File: config.mk
export PLATFORM = sky130hd
export DESIGN_NAME = digit_entry_flat
export DESIGN_NICKNAME = d
export VERILOG_FILES = /design/src/rtl/digit_entry_if.sv /design/src/rtl/digit_entry.sv /design/src/flat_wrapper.sv
export SDC_FILE = /design/constraint.sdc
export NUM_CORES = 1
export LEC_CHECK = 0
export ABC_AREA = 1
export CAP_MARGIN = 30
export CORE_MARGIN = 2
export CORE_UTILIZATION = 45
export DETAILED_ROUTE_END_ITERATION = 8
export GPL_TIMING_DRIVEN = 0
export PLACE_DENSITY_LB_ADDON = 0.2
export SLEW_MARGIN = 10
export SYNTH_ARGS = -nofsm -noshare
export SYNTH_HDL_FRONTEND = slang
export SYNTH_SLANG_ARGS = --single-unit
export TNS_END_PERCENT = 5
File: constraint.sdc
create_clock -name clk -period 1.6 [get_ports clk]
set_input_delay 0.32 -clock clk [delete_from_list [all_inputs] [get_ports clk]]
set_output_delay 0.32 -clock clk [all_outputs]
set_load 0.1 [all_outputs]
File: src/rtl/digit_entry_if.sv
// Keypad-encoder handshake: BCD key code and active-low valid toward the
// entry logic, active-low enable back to the encoder.
interface digit_entry_if;
  logic [3:0] digit;
  logic       validn;
  logic       enablen;

  modport master (output digit, output validn, input enablen);
  modport slave  (input digit, input validn, output enablen);
endinterface

File: src/rtl/digit_entry.sv
// Debounced keypad digit entry for a cooking timer: each accepted key shifts
// a BCD digit into an MM:SS register, and a held key is accepted only once.
module digit_entry #(
  parameter int DEBOUNCE_CYCLES = 4
) (
  input  logic         clk,
  input  logic         reset,
  digit_entry_if.slave kp,
  input  logic         load_enable,
  input  logic         clear_entry,
  output logic [3:0]   min_tens,
  output logic [3:0]   min_ones,
  output logic [3:0]   sec_tens,
  output logic [3:0]   sec_ones,
  output logic [2:0]   digit_count,
  output logic         key_ack,
  output logic         key_reject,
  output logic         time_nonzero
);

  typedef enum logic [1:0] {IDLE, PRESS_DB, COMMIT, RELEASE_DB} state_t;

  localparam logic [4:0] DB_LIMIT = 5'(DEBOUNCE_CYCLES);
  // A freshly captured key already counts as one stable sample.
  localparam state_t AFTER_CAPTURE = (DEBOUNCE_CYCLES == 1) ? COMMIT : PRESS_DB;

  state_t     state_reg, state_next;
  logic [3:0] db_count_reg, db_count_next;
  logic [3:0] held_reg, held_next;
  logic [4:0] db_inc;
  logic       commit;

  logic [3:0] digits_reg [4];   // [3]=min_tens ... [0]=sec_ones
  logic [2:0] digit_count_reg;
  logic       ack_reg, reject_reg;
  logic       accept, reject;
  logic [3:0] digit_nz;

  assign kp.enablen = ~load_enable;
  assign db_inc     = {1'b0, db_count_reg} + 5'd1;

  always_ff @(posedge clk) begin
    if (reset) begin
      state_reg    <= IDLE;
      db_count_reg <= '0;
      held_reg     <= '0;
    end else begin
      state_reg    <= state_next;
      db_count_reg <= db_count_next;
      held_reg     <= held_next;
    end
  end

  always_comb begin
    state_next    = state_reg;
    db_count_next = db_count_reg;
    held_next     = held_reg;
    commit        = 1'b0;
    case (state_reg)
      IDLE: begin
        if (!kp.validn) begin
          held_next     = kp.digit;
          db_count_next = 4'd1;
          state_next    = AFTER_CAPTURE;
        end
      end
      PRESS_DB: begin
        if (kp.validn) begin
          state_next = IDLE;
        end else if (kp.digit != held_reg) begin
          held_next     = kp.digit;
          db_count_next = 4'd1;
          state_next    = AFTER_CAPTURE;
        end else begin
          db_count_next = db_inc[3:0];
          if (db_inc >= DB_LIMIT) state_next = COMMIT;
        end
      end
      COMMIT: begin
        commit        = 1'b1;
        db_count_next = '0;
        state_next    = RELEASE_DB;
      end
      RELEASE_DB: begin
        if (!kp.validn) begin
          db_count_next = '0;
        end else if (db_inc >= DB_LIMIT) begin
          db_count_next = '0;
          state_next    = IDLE;
        end else begin
          db_count_next = db_inc[3:0];
        end
      end
      default: state_next = IDLE;
    endcase
    // Losing entry permission abandons whatever key handling was under way.
    if (!load_enable) begin
      state_next    = IDLE;
      db_count_next = '0;
      commit        = 1'b0;
    end
  end

  // A cancel in the commit cycle swallows the key without any pulse.
  assign accept = commit && !clear_entry && (held_reg <= 4'd9) && (digit_count_reg < 3'd4);
  assign reject = commit && !clear_entry && !accept;

  always_ff @(posedge clk) begin
    if (reset) begin
      for (int i = 0; i < 4; i++) digits_reg[i] <= '0;
      digit_count_reg <= '0;
      ack_reg         <= 1'b0;
      reject_reg      <= 1'b0;
    end else begin
      ack_reg    <= accept;
      reject_reg <= reject;
      if (clear_entry) begin
        for (int i = 0; i < 4; i++) digits_reg[i] <= '0;
        digit_count_reg <= '0;
      end else if (accept) begin
        digits_reg[0] <= held_reg;
        for (int i = 1; i < 4; i++) digits_reg[i] <= digits_reg[i-1];
        digit_count_reg <= digit_count_reg + 3'd1;
      end
    end
  end

  for (genvar gi = 0; gi < 4; gi++) begin : g_nz
    assign digit_nz[gi] = |digits_reg[gi];
  end

  assign time_nonzero = |digit_nz;
  assign min_tens     = digits_reg[3];
  assign min_ones     = digits_reg[2];
  assign sec_tens     = digits_reg[1];
  assign sec_ones     = digits_reg[0];
  assign digit_count  = digit_count_reg;
  assign key_ack      = ack_reg;
  assign key_reject   = reject_reg;

endmodule

File: src/flat_wrapper.sv
// flat-port wrapper written by rule: the top's interface ports become plain ports
module digit_entry_flat 
#(
  parameter int DEBOUNCE_CYCLES = 4
)
  (clk, reset, load_enable, clear_entry, min_tens, min_ones, sec_tens, sec_ones, digit_count, key_ack, key_reject, time_nonzero, kp_digit, kp_validn, kp_enablen);
  digit_entry_if kp_i ();
  input  logic clk;
  input  logic reset;
  input  logic load_enable;
  input  logic clear_entry;
  output logic [3:0] min_tens;
  output logic [3:0] min_ones;
  output logic [3:0] sec_tens;
  output logic [3:0] sec_ones;
  output logic [2:0] digit_count;
  output logic key_ack;
  output logic key_reject;
  output logic time_nonzero;
  input wire logic [$bits(kp_i.digit)-1:0] kp_digit;
  input wire logic [$bits(kp_i.validn)-1:0] kp_validn;
  output wire logic [$bits(kp_i.enablen)-1:0] kp_enablen;
  assign kp_i.digit = kp_digit;
  assign kp_i.validn = kp_validn;
  assign kp_enablen = kp_i.enablen;
  digit_entry #(.DEBOUNCE_CYCLES(DEBOUNCE_CYCLES)) u_core (.clk(clk), .reset(reset), .kp(kp_i), .load_enable(load_enable), .clear_entry(clear_entry), .min_tens(min_tens), .min_ones(min_ones), .sec_tens(sec_tens), .sec_ones(sec_ones), .digit_count(digit_count), .key_ack(key_ack), .key_reject(key_reject), .time_nonzero(time_nonzero));
endmodule
; After elaboration in Yosys (flattened, before gate mapping)
; Memories as Yosys holds them, arrays and structs flattened.
; Cells that the tools add are included.
[totals]
ff_bits = 15
wordCells = 81
in_bits = 9
output_inout_bits = 23
mem_count = 1
mem_bits_rw = 16
[memory_table]
columns = memory, words, width, rd, rd_ports_with_merged_regs, wr, line
row1 = u_core.digits_reg, 4, 4, 4, 0, 4, digit_entry.sv:33  ; logic [3:0] digits_reg [4];
[classes]
eq_ne = 10
addsub = 2
n_bitwise = 9
n_mux = 36
reduce_logical = 14
magnitude_cmp = 3
[op_table]
columns = op, n
row1 = 2-to-1 mux 4 bit, 16
row2 = one-hot mux 4 bit (4 select lines), 1
row3 = OR reduction 16 bit, 1
row4 = 2-to-1 mux 2 bit, 6
row5 = 2-to-1 mux 1 bit, 11
row6 = OR 1 bit, 8
row7 = one-hot mux 2 bit (4 select lines), 1
row8 = one-hot mux 4 bit (2 select lines), 1
row9 = AND reduction 4 bit, 2
row10 = inequality test 2 bit (second input constant), 3
row11 = adder 4 x 1 -> 5 bit (second input constant), 1
row12 = >= comparator 5 x 3 -> 1 bit (second input constant), 1
row13 = equality test 2 bit (second input constant), 2
row14 = less-or-equal comparator 4 bit (second input constant), 1
row15 = logical AND 1 bit, 4
row16 = inequality test 2 x 1 -> 1 bit (second input constant), 2
row17 = inequality test 4 x 2 -> 1 bit (second input constant), 1
row18 = inequality test 4 bit, 1
row19 = OR reduction 2 bit, 2
row20 = adder 3 x 1 -> 3 bit (second input constant), 1
row21 = less-than comparator 3 bit (second input constant), 1
row22 = equality test 2 x 1 -> 1 bit (second input constant), 1
row23 = logical NOT 1 bit, 2
row24 = logical NOT 2 bit, 1
row25 = 3 further kinds, 3

; Logic depth before layout (Yosys ltp)
[logic_depth]
word_depth = 11
depth_mapped = 10
mapped_depth_nobuf = 10

; Least setup slack after synthesis
; No wires, ideal clock.
[synth_timing]
path_kind = flip-flop to output port
start = memory u_core.digits_reg[0][0]
end = output port time_nonzero
required_ns = 1.280
n_path_buf = 0
t_arrival_ns = 2.099
path_slack_ns = -0.819
stages_incl_launch_ff = 3
cell_sequence = edfxtp_1 > nor4_1 > nand4_1
[synth_lines]
columns = element, line
row1 = start: declaration, digit_entry.sv:33
row2 = end: declaration, flat_wrapper.sv:19  ; output logic time_nonzero;

==> results.py <==
metrics = {
    "worst_setup_path": {
        "critPathLaunchType": "flop",
        "crit_required_ps": 1280,
        "worst_path_largest_cell_delay_ps": 440,
        "cp.arrival_ps": 1430,
        "critPathKind": "reg2out",
        "worstSetupEndpointType": "output port",
        "worstPathCellList": "nor4_2 -> nand4_1 -> buf_6",
        "slowest_stage": "edfxtp_1",
        "crit_path_max_fanout": 3,
    },
    "sta": {
        "setup_violations": 1,
        "skew_ps": 7.44,
        "slew_headroom_pct": 64.0,
        "fin_tns_setup_ps": -149,
        "fmax_mhz": 572,
        "worstMarginPinSlew_ps": 543,
        "finalCriticalPeriod_ps": 1750,
        "slew_viol_final": 0,
        "layout_setup_ws_ps": -149,
        "final-hold-violation-count": 0,
        "rsz0062_at_grt": "true",
        "timing.final.crit_share_pct": 109,
    },
    "yosys": {
        "netlist_instances": 202,
        "synthesis.area_sq_mm": 0.00151,
        "yosysSeqAreaShare_pct": 49.2,
        "yosysWarnings": 0,
        "syn_avg_cell_area_sq_um": 7.45,
        "ys_ff_latch": 31,
        "synthTopCellsByArea": "dfxtp_1 (25%), edfxtp_1 (24%), nand2_1 (13%)",
        "synth_top_area_share_pct": 25.3,
        "synth_cell_types": 20,
        "synth_fp_nets": 214,
        "yosys.area.top_type": "dfxtp_1",
    },
    "hold_path": {
        "hold_class": "in2reg",
    },
    "global_routing": {
        "grt.total_usage_pct": 18.8,
        "grt_pass1_vias": 1160,
        "grt_pass1_wl_um": 5070,
        "overflow": 0,
        "grt_max_degree": 11,
        "antenna_found_initial": 0,
    },
    "detailed_routing": {
        "wirelength_um": 3320,
        "viasPerCell": 4.92,
        "wl_per_cell_um": 11.6,
        "drt_iter0_drc": 82,
        "dr.pass1.iters": 4,
        "vias": 1413,
        "postRouteAntennaNets": 0,
        "remaining_drc_errors": 0,
    },
    "floorplan": {
        "initial_core_util_pct": 48.1,
        "die_h_um": 61.8,
        "core_sq_mm": 0.00313,
        "dieArea_sq_mm": 0.00382,
        "chipWidth_um": 61.8,
        "fp-row-count": 20,
        "ios": 32,
    },
    "power": {
        "p_leak_nw": 0.893,
        "peakVddDrop_mv": 0.451,
        "finalPower_mw": 1.67,
        "power_per_cell_area_mw_per_mm2": 864,
    },
    "cells_and_area": {
        "largest_reg_flops": 16,
        "syn2layout_area_growth_pct": 28.7,
        "drive_gt1_share_pct": 20.6,
        "fin_nets": 254,
        "n_antenna_cell": 0,
    },
    "place": {
        "post-place-ws_ps": -700,
        "hpwl_um": 2370,
        "place_congestion": 0.833,
        "io_buffers": 31,
    },
    "cts": {
        "clock_path_buffers": 2,
        "clk_pin_slew_ps": 100,
        "clkSinkCount": 31,
        "cts_made_buffers": 5,
        "cts_tree": "done",
        "cts_max_level": 2,
        "cts_hold_buf": 0,
        "root_buffer": "clkbuf_4",
        "clock_latency_ps": 330,
    },
    "job": {
        "maxCapViolations": 0,
    },
    "run_status": {
        "status": "complete, but fails checks",
        "violations": "negative setup slack",
    },
}
==> report_power, final <==
part	switching, mW	internal, mW	total (mW)
combinational	0.208	0.0699	0.278
sequential	0.0221	0.842	0.864
clock	0.274	0.258	0.532
total	0.504	1.17	1.67
==> worst max-delay path: cells and delay by family (launching register included) <==
kind | cells | cell delay, ps
buffers and inverters | 1 | 210
flip-flops | 1 | 440
AND/OR/NAND/NOR | 2 | 450
==> kinds of logic (layout without fill, tap and decap cells) <==
| family | after synthesis | in the layout | share of synthesized area, % |
|---|---|---|---|
| AND/OR/NAND/NOR | 110 | 110 | 30.9 |
| XOR/XNOR | 1 | 1 | 0.582 |
| AO/OA/AOI/OAI | 19 | 19 | 6.82 |
| buffers and inverters | 38 | 79 | 9.97 |
| flip-flops | 31 | 31 | 49.2 |
| adder cells (fa/ha/maj) | 3 | 3 | 2.49 |
==> repair_timing <==
| action | 4_1_cts | 5_1_grt |
|---|---|---|
| endpoints found under the setup margin | 45 | 29 |
| resized for setup | 102 | 32 |
| buffers inserted | 0 | 2 |
==> cell usage after synthesis <==
master,count
a21oi_1,14
a31oi_1,2
buf_6,1
dfxtp_1,19
edfxtp_1,12
ha_1,3
inv_1,36
inv_2,1
nand2_1,51
nand2_2,1
nand3_1,13
nand4_1,5
nor2_1,33
nor2_2,1
nor2_4,1
nor3_1,1
nor4_1,4
o21ai_0,2
o21ba_2,1
xor2_1,1
==> layout make-up <==
| cell class | count | area [sq um] |
|---|---|---|
| fill | 288 | 1190 |
| sequential | 31 | 744 |
| multi-input combinational | 133 | 679 |
| timing repair buffer | 33 | 239 |
| inverter | 37 | 139 |
| clock buffer | 8 | 68.8 |
| tap | 44 | 55.1 |
| buffer | 1 | 11.3 |
==> per-stage QoR <==
step | hold slack, ps | cell area (sq um) | cells | utilization [%]
2_1_floorplan | 399 | 1510 | 202 | -
3_3_place_gp | 457 | 1870 | 277 | 59.8
3_5_place_dp | 464 | 1870 | 277 | 59.8
4_1_cts | 478 | 1900 | 285 | 60.8
5_1_grt | 396 | 1940 | 287 | 61.9
6_report | 381 | 1940 | 287 | 61.9
==> metal layers <==
layer | part of all wire, % | track usage, % | vias to the layer above
li1 | - | - | 725
met1 | 45 | 24.7 | 626
met2 | 46 | 27.8 | 56
met3 | 7.5 | 6.83 | 6
met4 | 1.4 | 8.51 | 0
met5 | 0 | 0 | -
==> cells in the final DEF, fill, tap and decap left out, types with 3 or more instances in the layout <==
cell type	netlist	final
nand4_1	5	5
nand3_1	13	13
dfxtp_1	19	16
nor2_4	1	3
inv_1	36	35
nor2_1	33	31
a21oi_1	14	12
dfxtp_2	0	3
clkbuf_4	0	7
ha_1	3	3
edfxtp_1	12	12
clkdlybuf4s50_1	0	6
nand2_1	51	50
buf_2	0	18
==> worst paths after layout <==
check,cells past startpoint,from,to,slack (ps)
worst min register to register,2,u_core.db_count_reg[3]$_SDFFE_PP0P_,u_core.db_count_reg[3]$_SDFFE_PP0P_,480
worst max register to register,8,u_core.state_reg[0]$_SDFFE_PP0P_,u_core.digits_reg[3][1]$_SDFFCE_PN0P_,70
worst max-delay path,3,u_core.digits_reg[1][2]$_SDFFCE_PN0P_,time_nonzero,-150
worst min-delay path,4,clear_entry,u_core.digit_count[2]$_SDFFE_PP0P_,380
No activity file was read; power rests on OpenSTA's default activity.
==> variant 1 (same flow settings) <==
Encoding of `state_t`: now one-hot (4 bits for 4 states).
--- a/src/rtl/digit_entry.sv
+++ b/src/rtl/digit_entry.sv
@@ -19,5 +19,5 @@
 );
 
-  typedef enum logic [1:0] {IDLE, PRESS_DB, COMMIT, RELEASE_DB} state_t;
+  typedef enum logic [3:0] {IDLE = 4'b0001, PRESS_DB = 4'b0010, COMMIT = 4'b0100, RELEASE_DB = 4'b1000} state_t;
 
   localparam logic [4:0] DB_LIMIT = 5'(DEBOUNCE_CYCLES);
Behaviour: same outputs for any inputs over 10 cycles, from zero or initial values and one cycle with reset high; not proved beyond that.
==> variant 1 against the unedited design <==
The run still ends with negative setup slack left. Power increased by 8.2%. Final area rose by 14%. Non-clock buffer count is 1 lower. Sequential cell count up 2. Wire length increased by 9.2%. Via count grew 8.6%. Synthesized area up 12%. Worst setup slack gained 38 ps. Critical endpoint unchanged. Largest cell class is now multi-input combinational cells.
==> variant 1: results (changes against the unedited design) <==
drive_gt1_frac: 0.248  # +0.0423
postRouteAntennaNets: 0  # unchanged
synthFlopType: "dfxtp_1"
violations: "negative setup slack"
p_leak_nw: 0.939  # +5.1%
antenna_found_initial: 0  # unchanged
n_antenna_cell: 0  # unchanged
nets: 273  # +7.5%
port_buffers: 31  # unchanged
setup_ws_ps: -111  # +37.6 ps
maxCapViolCount: 0  # unchanged
via_per_inst: 4.95  # +0.57%
grt_pass1_wl_um: 5950  # +17%
async_flop_share: 0  # unchanged
cts_buffers: 5  # unchanged
dp.final_hpwl_um: 2700  # +14%
globalplace.congestion: 0.806  # -3.2%
grt_max_degree: 11  # unchanged
finClkSkew_ps: 7.08  # -0.360 ps
status: "complete, but fails checks"
synth_area_leaders: "dfxtp_1 25%, edfxtp_1 21%, nand2_1 11%, inv_1 8.0%, nand3_1 6.8%"
post_drt_wl_per_cell_um: 11.7  # +1.1%
largest_reg_flops: 16  # unchanged
nFillCells: 342  # +19%
dpl_worst_slack_ps: -706  # -6.20 ps
setup_viol: 1  # unchanged
synth_cell_types: 22  # +10%
cts.htree.levels: 2  # unchanged
yosysSeqAreaShare: 0.463  # -0.0292
cp_max_fo: 3  # unchanged
peakVddDrop_uv: 553  # +22%
cts-root-buf: "clkbuf_8"
syn_nets: 234  # +9.3%
drtIter0Drc: 90  # +9.8%
clockBufferDepth: 2  # unchanged
insertion_delay_ps: 280  # -50 ps
synthTopCellsByCount: "48 x nand2_1, 36 x inv_1, 27 x nor2_1"
critical_path_arrival_ps: 1390  # -40 ps
synth-edff-count: 12  # unchanged
path_clk_slew_ps: 60  # -40 ps
yosysWarnings: 0  # unchanged
dr.pass1.iters: 4  # unchanged
max_stage_delay_ps: 430
grt_pass1_vias: 1338  # +15%
hold_class: "input pin to flop"
slew-limit-headroom: 0.629  # -0.0106
post_dp_cell_area_um2: 2060  # +10%
grt_util_all_layers: 0.184  # -0.00464
crit_slowest_cell: "edfxtp_1"
==> variant 1: kinds of logic after synthesis <==
group | share of synthesized area
flip-flops | 0.463
AND/OR/NAND/NOR | 0.363
AO/OA/AOI/OAI | 0.0549
buffers and inverters | 0.0972
adder cells (fa/ha/maj) | 0.0223
==> variant 1: what timing repair did <==
action                                  4_1_cts  5_1_grt
hold endpoints to repair                      0        0
pin swaps                                     1        2
gates resized for setup                      78       22
buffers inserted                              0        1
endpoints found under the setup margin       31       31
==> variant 1: metrics by stage <==
stage | utilization | std cells | total power, mW | TNS, ps | hold WS (ps)
finish | 0.608 | 310 | 1.81 | -111 | 416
global route | 0.608 | 310 | 1.89 | -353 | 427
global placement | 0.566 | 301 | 1.23 | -14000 | 478
detailed placement | 0.566 | 301 | 1.23 | -14130 | 480
CTS | 0.597 | 309 | 1.81 | -121 | 496
floorplan | - | 222 | 1.15 | -5630 | 397
==> variant 1: path summary, 6_finish.rpt <==
path,start,end,slack [ps],cells after the start
min reg2reg,u_core.digit_count[0],u_core.digit_count[0],490,1
max reg2reg,u_core.held_reg[1],u_core.digits_reg[0][0],130,8
max,u_core.digits_reg[0][1],time_nonzero,-110,3
min,load_enable,u_core.key_reject,420,3
==> variant 1: critical path: cells and delay by family, from the launching register on <==
kind	cells	cell delay, ps
buffers and inverters	1	210
flip-flops	1	430
AND/OR/NAND/NOR	2	460
==> variant 1: power breakdown <==
group	leakage [nW]	internal, mW	switching [mW]
clock network	0.0399	0.302	0.283
logic	0.595	0.0804	0.223
registers	0.304	0.895	0.0268
==> variant 1: layout make-up <==
type                    instances  share of cell area
clock buffers                   7              0.0346
multi-input cells             148               0.360
inverters                      40              0.0691
flip-flops and latches         33               0.355
plain buffers                   1             0.00510
well taps                      48              0.0272
repair buffers                 32               0.148
clock inverters                 1             0.00170
==> variant 1: routing by layer <==
layer,vias up,global-route usage,wire length [um],share of wire
li1,784,-,-,-
met1,707,0.236,1670,0.46
met2,38,0.301,1750,0.48
met3,6,0.0462,156,0.043
met4,0,0.0625,50,0.014
met5,-,0,0,0
==> variant 2 (config.mk and constraints unchanged) <==
Made on the original files. Register the output `digit_count` once more, without a reset; this adds one clock of latency there. The other outputs are not delayed to match.
--- a/src/rtl/digit_entry.sv
+++ b/src/rtl/digit_entry.sv
@@ -135,5 +135,7 @@
   assign sec_tens     = digits_reg[1];
   assign sec_ones     = digits_reg[0];
-  assign digit_count  = digit_count_reg;
+  always_ff @(posedge clk) begin
+    digit_count <= digit_count_reg;
+  end
   assign key_ack      = ack_reg;
   assign key_reject   = reject_reg;
Formal check against the unedited RTL: not equivalent (a bounded check fails within 10 cycles, from zero or initial values and one cycle with reset high).
==> variant 2 against the unedited design <==
Clock power is 4.5% higher. Synthesized area grew 4.0%. Final area rose by 1.7%. Sequential cell count is 3 higher. Critical path depth is the same. Synthesized cell count fell by 8.9%. Power grew 4.6%. Hold slack got worse by 24 ps. Largest cell class unchanged. Cell count decreased by 6.3%. Worst setup slack got worse by 13 ps. Wire length decreased by 5.6%. The run still ends with negative setup slack left.
==> variant 2: results (changes against the unedited design) <==
r2r_setup_slack_ps: 110  # +40 ps
dr.pass1.iters: 4  # unchanged
min_to: "u_core.digit_count[2]"
violations: "negative setup slack"
fin_tns_setup_ps: -240  # -91.2 ps
path_clk_slew_ps: 100  # about the same
synth-edff-count: 12  # unchanged
synthTopCellsByCount: "35 x nand2_1, 27 x inv_1, 22 x dfxtp_1"
cts.htree.levels: 2  # unchanged
globalplace.congestion: 0.777  # -6.7%
wl_met3_um: 181  # -27%
grt_util_all_layers: 0.170  # -0.0182
rr_startpoint: "u_core.state_reg[0]"
peakVddDrop_uv: 758  # +68%
clockBufferDepth: 2  # unchanged
max_stage_delay_ps: 460  # +20 ps
dr_wl_met2_um: 1610  # +4.7%
grt_pass1_wl_um: 5220  # +3.0%
hold_class: "flop to flop"
cp_top_family: "flip-flops"
dpl.cell_count: 260  # -6.1%
worstRegToRegCells: 9  # +1
p_leak_nw: 0.847  # -5.1%
wl_met1_um: 1260  # -16%
hp-start: "u_core.digit_count_reg[2]"
num_vias: 1337  # -5.4%
status: "complete, but fails checks"
r2r-end: "u_core.digits_reg[3][0]"
slew-limit-headroom: 0.634  # -0.00550
grt_max_degree: 12  # +1
port_buffers: 30  # -3.2%
synth_area_leaders: "dfxtp_1 28%, edfxtp_1 23%, nand2_1 8.4%, inv_1 6.5%, a21oi_1 5.4%"
via_per_inst: 4.97  # +0.95%
nFillCells: 318  # +10%
yosysSeqAreaShare: 0.512  # +0.0195
nets: 234  # -7.9%
setup_viol: 2  # +1
hold_depth: 0  # -4
synth_cell_types: 26  # +30%
setup_ws_ps: -161  # -12.7 ps
dp.final_hpwl_um: 2320  # -2.0%
n_antenna_cell: 0  # unchanged
syn_nets: 196  # -8.4%
largest_reg_flops: 16  # unchanged
finClkSkew_ps: 9.55  # +2.11 ps
totalWireLength_um: 3140  # -5.6%
syn-instance-count: 184  # -8.9%
drive_gt1_frac: 0.265  # +0.0588
drtIter0Drc: 51  # -38%
async_flop_share: 0  # unchanged
grt_pass1_vias: 1237  # +6.6%
[variant 2: cells by family after synthesis]
family / after synthesis / synth area share
buf+inv: 31 / 0.0855
fa+ha+maj: 3 / 0.0240
flops: 34 / 0.512
compound gates: 31 / 0.102
xor+xnor: 1 / 0.00560
simple gates: 84 / 0.271
[variant 2: how the worst max path moves through the flow]
stage / end / from / slack (ps)
2_1_floorplan: time_nonzero / u_core.digits_reg[0][0] / -820
3_3_place_gp: kp_enablen / load_enable / -700
3_5_place_dp: kp_enablen / load_enable / -690
4_1_cts: time_nonzero / u_core.digits_reg[0][1] / -240
5_1_grt: time_nonzero / u_core.digits_reg[3][1] / -290
6_report: time_nonzero / u_core.digits_reg[0][1] / -160
[variant 2: layout make-up]
type / instances / area, um^2 / share of cell area
Timing Repair Buffer: 31 / 233 / 0.118
Multi-Input combinational cell: 119 / 669 / 0.340
Tap cell: 46 / 57.6 / 0.0292
Clock inverter: 2 / 10.0 / 0.00508
Clock buffer: 6 / 62.6 / 0.0318
Buffer: 3 / 26.3 / 0.0133
Sequential cell: 34 / 803 / 0.408
Inverter: 28 / 108 / 0.0546
[variant 2: power by group]
| group | leakage (nW) | total [mW] | switching [mW] | internal (mW) |
|---|---|---|---|---|
| clock network | 0.0431 | 0.556 | 0.295 | 0.261 |
| registers | 0.313 | 0.937 | 0.0198 | 0.917 |
| logic | 0.491 | 0.259 | 0.196 | 0.0629 |
[variant 2: layer usage]
metal  vias up  GRT usage
met5         -          0
met1       609      0.169
met3         8     0.0577
li1        678          -
met2        42      0.307
met4         0     0.0944
[variant 2: what timing repair did]
item | 4_1_cts | 5_1_grt
pin swaps | 0 | 1
setup buffers | 0 | 1
hold buffers | 0 | 0
endpoints found under the setup margin | 31 | 23
resized for setup | 99 | 18
endpoints found under the hold margin | 0 | 0
[variant 2: per-stage QoR]
stage / hold WS [ps] / total power, mW / area, um^2 / setup slack, ps / util
floorplan: 331 / 1.14 / 1570 / -819 / -
global placement: 337 / 1.21 / 1920 / -704 / 0.576
detailed placement: 343 / 1.22 / 1920 / -694 / 0.576
CTS: 361 / 1.76 / 1940 / -238 / 0.582
global route: 368 / 1.82 / 1970 / -287 / 0.590
finish: 357 / 1.75 / 1970 / -161 / 0.590
